## src/rtl/edge_interval_meter.sv

```systemverilog
// edge_interval_meter: measures the clk-cycle spacing between consecutive
// single-cycle edge pulses and queues each accepted interval in a small
// first-word-fall-through FIFO with sticky overflow/timeout flags.
module edge_interval_meter #(
  parameter int CNT_W        = 16,
  parameter int ADDR_W       = 2,
  parameter int MIN_INTERVAL = 2
) (
  input  logic              clk,
  input  logic              reset,
  input  logic              in_pulse,
  input  logic              clear,
  output logic [CNT_W-1:0]  interval_data,
  output logic              interval_valid,
  input  logic              interval_ready,
  output logic [ADDR_W:0]   level,
  output logic              busy,
  output logic              overflow,
  output logic              timeout
);

  localparam int                DEPTH    = 2 ** ADDR_W;
  localparam logic [CNT_W-1:0]  CNT_MAX  = '1;
  localparam logic [CNT_W-1:0]  CNT_ONE  = CNT_W'(1);
  localparam logic [CNT_W-1:0]  MIN_K    = CNT_W'(MIN_INTERVAL);
  localparam logic [ADDR_W:0]   FULL_LVL = (ADDR_W+1)'(DEPTH);

  typedef enum logic {IDLE, RUN} state_t;

  state_t              state_q, state_d;
  logic [CNT_W-1:0]    cnt_q, cnt_d;
  logic [CNT_W-1:0]    mem_q [DEPTH];
  logic [CNT_W-1:0]    mem_d [DEPTH];
  logic [ADDR_W-1:0]   wr_q, wr_d;
  logic [ADDR_W-1:0]   rd_q, rd_d;
  logic [ADDR_W:0]     level_q, level_d;
  logic                overflow_q, overflow_d;
  logic                timeout_q, timeout_d;

  logic                push_req;
  logic                timeout_set;
  logic                pop;
  logic                full;
  logic                do_push;
  logic                drop;

  // Measurement FSM: counts cycles between pulses, requests a push on each
  // qualifying interval, and gives up (timeout) when the counter saturates.
  always_comb begin
    state_d     = state_q;
    cnt_d       = cnt_q;
    push_req    = 1'b0;
    timeout_set = 1'b0;
    if (clear) begin
      state_d = IDLE;
      cnt_d   = '0;
    end else begin
      unique case (state_q)
        IDLE: begin
          if (in_pulse) begin
            state_d = RUN;
            cnt_d   = CNT_ONE;
          end
        end
        RUN: begin
          if (in_pulse) begin
            // A rejected short interval still restarts the measurement here.
            push_req = (cnt_q >= MIN_K);
            cnt_d    = CNT_ONE;
          end else if (cnt_q == CNT_MAX) begin
            timeout_set = 1'b1;
            state_d     = IDLE;
            cnt_d       = '0;
          end else begin
            cnt_d = cnt_q + CNT_ONE;
          end
        end
        default: begin
          state_d = IDLE;
          cnt_d   = '0;
        end
      endcase
    end
  end

  // FIFO bookkeeping: push/pop arbitration, occupancy and sticky flags.
  always_comb begin
    pop        = interval_valid && interval_ready && !clear;
    full       = (level_q == FULL_LVL);
    do_push    = push_req && (!full || pop);
    drop       = push_req && full && !pop;
    mem_d      = mem_q;
    wr_d       = wr_q;
    rd_d       = rd_q;
    level_d    = level_q;
    overflow_d = overflow_q;
    timeout_d  = timeout_q;
    if (clear) begin
      wr_d       = '0;
      rd_d       = '0;
      level_d    = '0;
      overflow_d = 1'b0;
      timeout_d  = 1'b0;
    end else begin
      if (do_push) begin
        mem_d[wr_q] = cnt_q;
        wr_d        = wr_q + 1'b1;
      end
      if (pop) begin
        rd_d = rd_q + 1'b1;
      end
      level_d    = level_q + (ADDR_W+1)'(do_push) - (ADDR_W+1)'(pop);
      overflow_d = overflow_q | drop;
      timeout_d  = timeout_q | timeout_set;
    end
  end

  // State, counter, FIFO storage and flag registers; reset aborts everything.
  always_ff @(posedge clk or negedge reset) begin
    if (!reset) begin
      state_q    <= IDLE;
      cnt_q      <= '0;
      wr_q       <= '0;
      rd_q       <= '0;
      level_q    <= '0;
      overflow_q <= 1'b0;
      timeout_q  <= 1'b0;
      for (int i = 0; i < DEPTH; i++) mem_q[i] <= '0;
    end else begin
      state_q    <= state_d;
      cnt_q      <= cnt_d;
      wr_q       <= wr_d;
      rd_q       <= rd_d;
      level_q    <= level_d;
      overflow_q <= overflow_d;
      timeout_q  <= timeout_d;
      for (int i = 0; i < DEPTH; i++) mem_q[i] <= mem_d[i];
    end
  end

  assign interval_valid = (level_q != '0);
  assign interval_data  = interval_valid ? mem_q[rd_q] : '0;
  assign level          = level_q;
  assign busy           = (state_q == RUN);
  assign overflow       = overflow_q;
  assign timeout        = timeout_q;

endmodule

```

## config.mk

```make
export PLATFORM = sky130hd
export DESIGN_NAME = edge_interval_meter
export DESIGN_NICKNAME = d
export VERILOG_FILES = /design/src/rtl/edge_interval_meter.sv
export SDC_FILE = /design/constraint.sdc
export NUM_CORES = 1
export LEC_CHECK = 0
export CAP_MARGIN = 20
export CORE_ASPECT_RATIO = 1.2
export CORE_MARGIN = 2
export CORE_UTILIZATION = 25
export CTS_CLUSTER_SIZE = 16
export DETAILED_ROUTE_END_ITERATION = 8
export GPL_ROUTABILITY_DRIVEN = 0
export PLACE_DENSITY = 0.47
export SKIP_CTS_REPAIR_TIMING = 1
export SLEW_MARGIN = 25
export SYNTH_ARGS = -nofsm -noshare
export SYNTH_HDL_FRONTEND = slang
export SYNTH_SLANG_ARGS = --single-unit
```

## constraint.sdc

```tcl
create_clock -name clk -period 2.72 [get_ports clk]
set_input_delay 0.272 -clock clk [delete_from_list [all_inputs] [get_ports clk]]
set_output_delay 0.272 -clock clk [all_outputs]
set_load 0.01 [all_outputs]
```

== Word level (Yosys, flattened, before mapping) ==
Cells that the tools add are included.
Word-level totals
  flip-flop bits (word level): 90
  bits in latches: 0
  bits in writable memories: 0
  ROM bits: 0
  input port bits: 5
  logic and storage cells: 74
  memories: 0
Operators by class
  $add $sub $neg: 5
  multiply operators: 0
  div/mod/pow operators: 0
  order comparisons: 4
  equality and inequality tests: 3
  shifts and indexed selects: 0
  mux-type cells: 31
  bitwise gates (word level): 6
  reduce and logical (&&, ||, !) cells: 14
Operator list (count)
  $mux 16: 8
  $bwmux 64: 1
  $bmux 16 s2: 1
  $demux 16 s2: 1
  $pmux 16 s2: 1
  $add 16x1->16 const B: 1
  $eq 16x16->1 const B: 1
  $ge 16x2->1 const B: 1
  $mux 1: 13
  $mux 2: 4
  $ge 3x3->1 const B: 2
  $logic_and 1x1->1: 6
  $not 2->3: 2
  $add 2x1->2 const B: 2
  $reduce_bool 2->1: 2
  $add 3x1->3: 1
  $eq 3x3->1 const B: 1
  $logic_not 1->1: 3
  $lt 3x1->1 const B: 1
  $mux 3: 1
  $ne 3x3->1 const B: 1
  $reduce_bool 3->1: 1
  $sub 3x1->3: 1
  $not 1->1: 2
  4 further kinds: 5

== Logic depth before layout (Yosys ltp) ==
Gate-level depths: netlist of the first run.
  word-level depth: 8
  depth in mapped cells: 12
  depth with buffers taken out: 12

== Worst setup path after synthesis of the first run ==
No wires, ideal clock.
  path kind: flip-flop to flip-flop
  start point: register cnt_q[0]
  end point: register level_q[2], in the netlist level[2]
  setup time: 133 ps
  arrival time: 2465 ps
  required time: 2587 ps
  setup slack: 122 ps
  cell stages (with the launch flop): 13
  cells stage by stage: dfrtp_1 -> inv_1 -> ha_1 -> nor4_2 -> nand4_4 -> nand2_1 -> ha_1 -> inv_1 -> ha_1 -> inv_1 -> fa_1 -> xnor2_1 -> nor2_1
On the way
  word-level cells in the longest chain between the ends: 8
Ends and longest elaborated chain
  start, declared: line 31  | logic [CNT_W-1:0] cnt_q, cnt_d;
  start signal, assigned: line 131  | cnt_q <= cnt_d;
  $ge 16x2->1: line 68  | push_req = (cnt_q >= MIN_K);
  $mux 1: line 66  | if (in_pulse) begin
  $mux 1: line 58  | unique case (state_q)
  $mux 1: line 54  | if (clear) begin
  $logic_and 1x1->1: line 90  | do_push = push_req && (!full || pop);
  $add 3x1->3: line 112  | level_d = level_q + (ADDR_W+1)'(do_push) - (ADDR_W+1)'(pop);
  $sub 3x1->3: line 112
  $mux 3: line 98  | if (clear) begin
  net level_d[2]: line 36  | logic [ADDR_W:0] level_q, level_d;
  end signal, assigned: line 134  | level_q <= level_d;
  end, declared: line 36
The timed path passes the listed nets, and every way through them passes these cells.
A chain may end at the register's enable or synchronous reset.

== Worst setup path after layout of the first run ==
  start point: register rd_q[0]
  end point: output port interval_data[6]
On the way
  word-level cells in the longest chain between the ends: 5
Ends and longest elaborated chain
  start, declared: line 35  | logic [ADDR_W-1:0] rd_q, rd_d;
  start signal, assigned: line 133  | rd_q <= rd_d;
  $not 2->3 (not written as such): line 142  | assign interval_data = interval_valid ? mem_q[rd_q] : '0;
  $bmux 16 s2: line 142
  $mux 16 (not written as such) (2 in a row): line 142
  $mux 16: line 142
  end, declared: line 13  | output logic [CNT_W-1:0] interval_data,
Every way passes these cells. The select of a mux whose other input is x is not followed.

==> impl_results.md, run 1 <==
- Die height: between 150 and 200 microns
- EDFF count, synth: 0
- Tightest Pin Transition: 0.815 ns
- Worst VDD drop: 0.341 mV
- Finished Layout Cells: between 500 and 600
- Fill cells: ~1.8k
- Chip Width: between 100 and 150 microns
- GRT Util Overall: between 10% and 20%
- Initial antenna violation count: 0
- FF+latch area: roughly 2300 sq um
- Post-DRT Antenna Nets: 0
- Post-place instance area: 5090 sq um
- Period utilisation layout: 90.2%
- Max frequency: 408 MHz
- Placed cells: ~580
- Vias: around 2.8k
- Input/output buffers: 27
- CTS Sinks: 90
- Yosys cell types: 50
- Relative slew slack: 45.2%
- CP Launch Type: flip-flop
- RSZ-0062 raised after global routing: no
- Fin nets: a little under 400
- Seq cells post-synth: 90
- Leakage: around 0.0025 uW
- DRT Pass-1 Iters: 4
- Run status: finished, final reports clean
- CTS Root Cell: clkbuf_16
- CP max FO: 16
- Worst Path Required: approximately 2.5 ns
- H-tree depth: 3
- Fin. max-slew vios: 0
- Power, Total: between 3000 and 4000 uW
- WL per Instance: around 16 microns
- CP Capture Type: primary output
- Commonest non-fill, non-tap cell in the layout: dfrtp_1
- Std cell rows: 53
- Min-delay worst type: flip-flop to flip-flop
- Sequential area share after synthesis: 49.9%
- P per Cell Area: around 590 nW/um^2
- Initial Util: ~26%
- CTS buffer count: 9
- Setup-failing EPs final: 0
- Synth warn: 0
- Main synth FF type: dfrtp_1
- DP HPWL: around 6800 microns
- Crit path kind: flip-flop to primary output
- Vias in the first global route: 3015
- Io pins: 28
- Setup_tns: 0 ns
- Final hold vios: 0
- Multi-input logic area: 2090 sq um
- Number of buffers on the longest clock path: 2
- Most frequent cells in the layout: dfrtp_1 (90), mux2_1 (65), clkdlybuf4s50_1 (26)
- Via density: ~4.6
- MaxCap Viol Count: 0
- Syn avg cell area: 13.2 sq um
- Core ar.: about 18000 sq um
- Die area: roughly 19000 sq um
- Asr flop ratio synth: 100%
- Clock Latency Late Sink: approximately 0.34 ns
- CTS tree: built
- Largest net degree at the start of global routing: 50
- Area grow syn2layout: 20.5%
- Reg clk slew, reported paths: ~0.06 ns
- Cell Area, Synth: about 4500 sq um
- Final Util: a little under a third
- Fin Clk Skew: 0.00845 ns
- Total gr overflow: 0
- Synth Instances: 343
- Crit path DAT: about 2.2 ns
- First-pass GRT wire length: roughly 17000 microns
- Antenna fix cells: 0
- WL final: between 9000 and 10000 microns
- Synthesized net count: roughly 360
- Period minus WS final: roughly 2.5 ns
- Drt first-iter violations: around 110
- Share of layout cells above drive strength 1: 17.7%
- Design Area, Final: 5440 sq um
- Residual DRC: 0
[final timing paths]
kind | cells after the start | from | to | slack (ns)
max in group asynchronous | 3 | reset | mem_q[35]$_DFFE_PN0P_ | 1.55
worst min-delay path | 1 | mem_q[52]$_DFFE_PN0P_ | mem_q[52]$_DFFE_PN0P_ | 0.49
worst min register to register | 1 | mem_q[52]$_DFFE_PN0P_ | mem_q[52]$_DFFE_PN0P_ | 0.49
worst max register to register | 12 | cnt_q[0]$_DFFE_PN0P_ | level[2]$_DFF_PN0_ | 0.30
min in group asynchronous | 2 | reset | mem_q[25]$_DFFE_PN0P_ | 0.50
worst max-delay path | 4 | rd_q[0]$_DFFE_PN0P_ | interval_data[6] | 0.27
[cell families (layout without fill, tap and decap cells)]
| group | count (synthesis) | after routing | share of synthesized area [%] |
|---|---|---|---|
| adders and majority gates | 9 | 9 | 2.66 |
| xor gates and xnor gates | 12 | 12 | 2.33 |
| and+or+nand+nor | 93 | 93 | 13.4 |
| buffers and inverters | 36 | 72 | 3.96 |
| muxes | 82 | 82 | 24.4 |
| DFF | 90 | 90 | 49.9 |
| AOI/OAI and AO/OA | 21 | 21 | 3.35 |
[synthesized netlist by cell type, types with 2 or more instances]
cell       n  area [sq um]
nand2_1   12          45.0
xnor2_1    2          17.5
xor2_1    10          87.6
clkbuf_1  14          52.6
buf_2      9          45.0
mux4_2    16           360
ha_1       8           100
nand4_1    6          37.5
nor2_1    19          71.3
o21ai_1    6          30.0
mux2_1    65           732
inv_1      6          22.5
nand3_1   13          65.1
dfrtp_1   90          2250
and2_1    17           106
nor4_2     4          50.1
and4_1     3          26.3
nor4_1     2          12.5
o31a_1     3          26.3
buf_6      4          45.0
nand3_4    4          70.1
clkbuf_2   2          10.0
[area by class of cell]
cell class              instances  share of cell area (%)
clock buffers                  10                    4.39
clock inverters                 6                    1.75
inverters                       7                   0.483
multi-input cells             217                    38.5
flip-flops and latches         90                    41.4
well taps                     220                    5.06
repair buffers                 49                    8.46
[metal layers]
| layer | wire (microns) | GRT usage (%) | vias to the layer above |
|---|---|---|---|
| met2 | 5200 | 19.9 | 25 |
| li1 | - | - | 1304 |
| met1 | 4360 | 13.7 | 1416 |
| met3 | 137 | 1.52 | 11 |
| met4 | 168 | 4.18 | 0 |
| met5 | 0 | 0 | - |
[flip-flops by register name, indices dropped and copies added (netlist names)]
name,cells
level,3
busy,1
overflow,1
cnt_q,16
timeout,1
wr_q,2
rd_q,2
mem_q,64
[critical path, stage by stage, from the launching register on]
cell and delay [ns]:
dfrtp_1 0.43, buf_12 0.22, mux4_2 0.52, and2_1 0.19, clkdlybuf4s50_1 0.48
[through the flow]
step	setup slack, ns	hold WS [ns]
6_report	0.268	0.486
3_3_place_gp	0.203	0.332
4_1_cts	0.231	-0.0182
2_1_floorplan	0.122	-0.0236
3_5_place_dp	0.169	0.348
5_1_grt	0.0495	0.496
[power by group]
| part | switching [uW] | total, uW | leakage (uW) | internal, uW |
|---|---|---|---|---|
| Combinational | 252 | 448 | 0.00108 | 196 |
| Sequential | 28.7 | 1390 | 0.00125 | 1360 |
| Clock | 530 | 1370 | 0.000164 | 841 |
(Power assumes the default switching activity.)
==> inputs of run 2 (changes only) <==
==> constraint.sdc (replaced) <==
create_clock -name clk -period 2.72 [get_ports clk]
set_input_delay 0.816 -clock clk [delete_from_list [all_inputs] [get_ports clk]]
set_output_delay 0.816 -clock clk [all_outputs]
set_load 0.01 [all_outputs]
==> run 2 against run 1 <==
The run now ends with negative setup slack left. Clock skew down 0.0020 ns. Power shrank 4.0%. Sequential share of layout area down 0.59 points. Non-clock buffer count rose by 13. Register-to-register slack gained 0.04 ns. Critical path type unchanged. Critical endpoint is now interval_data[13]. Largest cell class unchanged. Highest routed layer unchanged.
==> impl_results.md, run 2 (synthesis results as in run 1) <==
- Fin nets: around 400
- M3 GR Usage: under 10%
- Largest net degree at the start of global routing: 43
- DRT Pass-1 Iters: 4
- Drt first-iter violations: 141
- Fill cells: around 1.8k
- Met1 Use GR: 13.2%
- Area grow syn2layout: 22.3%
- Io pins: 28
- Failing checks: negative setup slack
- First-pass GRT wire length: between 15000 and 20000 microns
- Chip Width: 127 microns
- CTS buffer count: 9
- Leakage: around 0.0028 uW
- FF-to-FF path depth: 12
- Finished Layout Cells: roughly 600
- Routing usage on met2: 19.8%
- Vias: 2818
- Antenna fix cells: 0
- Residual DRC: 0
- Pint: ~2300 uW
- Initial antenna violation count: 0
- Reg2Reg Launch Point: cnt_q[0]$_DFFE_PN0P_
- Crit path kind: flip-flop to primary output
- Final Util: between 30% and 40%
- Most crowded layer after global routing: met2
- CTS tree: built
- Crit path DAT: 2.07 ns
- Max reg flops: 64
- R2r endpoint: level[2]$_DFF_PN0_
- WL final: between 10000 and 15000 microns
- Total gr overflow: 0
- Final hold vios: 0
- Relative slew slack: 47.8%
- Register-to-register setup slack: 0.34 ns
- CP Capture Type: primary output
- Placed cells: 589
- H-tree depth: 3
- Number of buffers on the longest clock path: 2
- RSZ-0062 raised after global routing: yes
- Worst Path Required: 1.90 ns
- GRT Util Overall: around 11%
- Max frequency: approximately 350 MHz
- Min-delay worst type: input pin to async pin
- Most frequent cells in the layout: dfrtp_1 (89), mux2_1 (65), buf_4 (29)
- FF+latch area: 2250 sq um
- Seq pwr share: between 40 and 50%
- Period utilisation layout: 106%
- Std cell rows: 53
- Post-DRT Antenna Nets: 0
- Clk pwr share: between 30 and 40%
- Input/output buffers: 27
- Largest reg by FF count: mem_q
- Vias in the first global route: 2973
- Reg clk slew, reported paths: 0.06 ns
- CTS Sinks: 90
- CP Launch Type: flip-flop
- Commonest non-fill, non-tap cell in the layout: dfrtp_1
- Clock Latency Late Sink: 0.34 ns
- Setup-failing EPs final: 4
- Worst VDD drop: ~0.32 mV
- Period minus WS final: between 2 and 3 ns
- WL per Instance: ~17 microns
- Die area: roughly 19000 sq um
- Fin. max-slew vios: 0
- Multi-input logic area: 2090 sq um
- Initial Util: between 20% and 30%
- Share of layout cells above drive strength 1: 21.9%
- Fin Clk Skew: between 0.006 and 0.007 ns
- MaxCap Viol Count: 0
- Gate power share: ~18%
- Die height: approximately 150 microns
- P per Cell Area: 558 nW/um^2
- CTS Root Cell: clkbuf_16
- DP HPWL: 6840 microns
- Tightest Pin Transition: slightly below 0.8 ns
- Setup WS post-layout: -0.162 ns
- Core ar.: between 15000 and 20000 sq um
- Switching portion of total power: ~26%
- Psw: 791 uW
- CP max FO: 4
- Run status: complete, but fails checks
- Via density: between 4 and 5
## run 2: per-layer routing
| metal | vias up | wire (microns) |
|---|---|---|
| met4 | 0 | 150 |
| met2 | 40 | 5300 |
| met1 | 1449 | 4520 |
| li1 | 1321 | - |
| met5 | - | 0 |
| met3 | 8 | 224 |
## run 2: how the worst max path moves through the flow
stage	start	slack, ns	endpoint	depth (start not counted)
3_3_place_gp	interval_ready	-0.24	level[2]$_DFF_PN0_	12
4_1_cts	rd_q[0]$_DFFE_PN0P_	-0.24	interval_data[15]	4
6_report	rd_q[0]$_DFFE_PN0P_	-0.16	interval_data[13]	4
3_5_place_dp	interval_ready	-0.28	level[2]$_DFF_PN0_	12
5_1_grt	rd_q[0]$_DFFE_PN0P_	-0.23	interval_data[13]	4
2_1_floorplan	clear	0.02	level[2]$_DFF_PN0_	10
## run 2: through the flow
step	setup TNS, ns	worst slack, ns	total power (uW)	hold WS (ns)	cell area, sq um
final	-0.230	-0.162	3080	0.472	5520
after global routing	-0.529	-0.232	3230	0.496	5520
after CTS	-3.29	-0.238	3060	0.492	5430
after detailed placement	-2.89	-0.279	1920	0.479	5160
after global placement	-1.46	-0.236	1920	0.468	5160
after floorplan	0	0.0245	1660	0.459	4520
## run 2: power groups by stage
stage	logic (uW)	clock network, uW	registers (uW)
2_1_floorplan	245	0	1410
3_3_place_gp	507	0	1410
3_5_place_dp	511	0	1410
4_1_cts	512	1160	1390
5_1_grt	620	1220	1400
6_report	558	1130	1390
## run 2: layout make-up
class | count | share of cell area [%]
clock buffer | 13 | 4.53
clock inverter | 3 | 0.272
inverter | 7 | 0.476
multi-input combinational | 217 | 37.9
sequential | 90 | 40.8
tap | 220 | 4.98
timing repair buffer | 62 | 11.0
## run 2: worst max-delay path: stages, from the launching register on
cell and delay [ns]:
dfrtp_2 0.44, buf_6 0.16, mux4_2 0.49, and2_1 0.17, clkdlybuf4s50_1 0.47
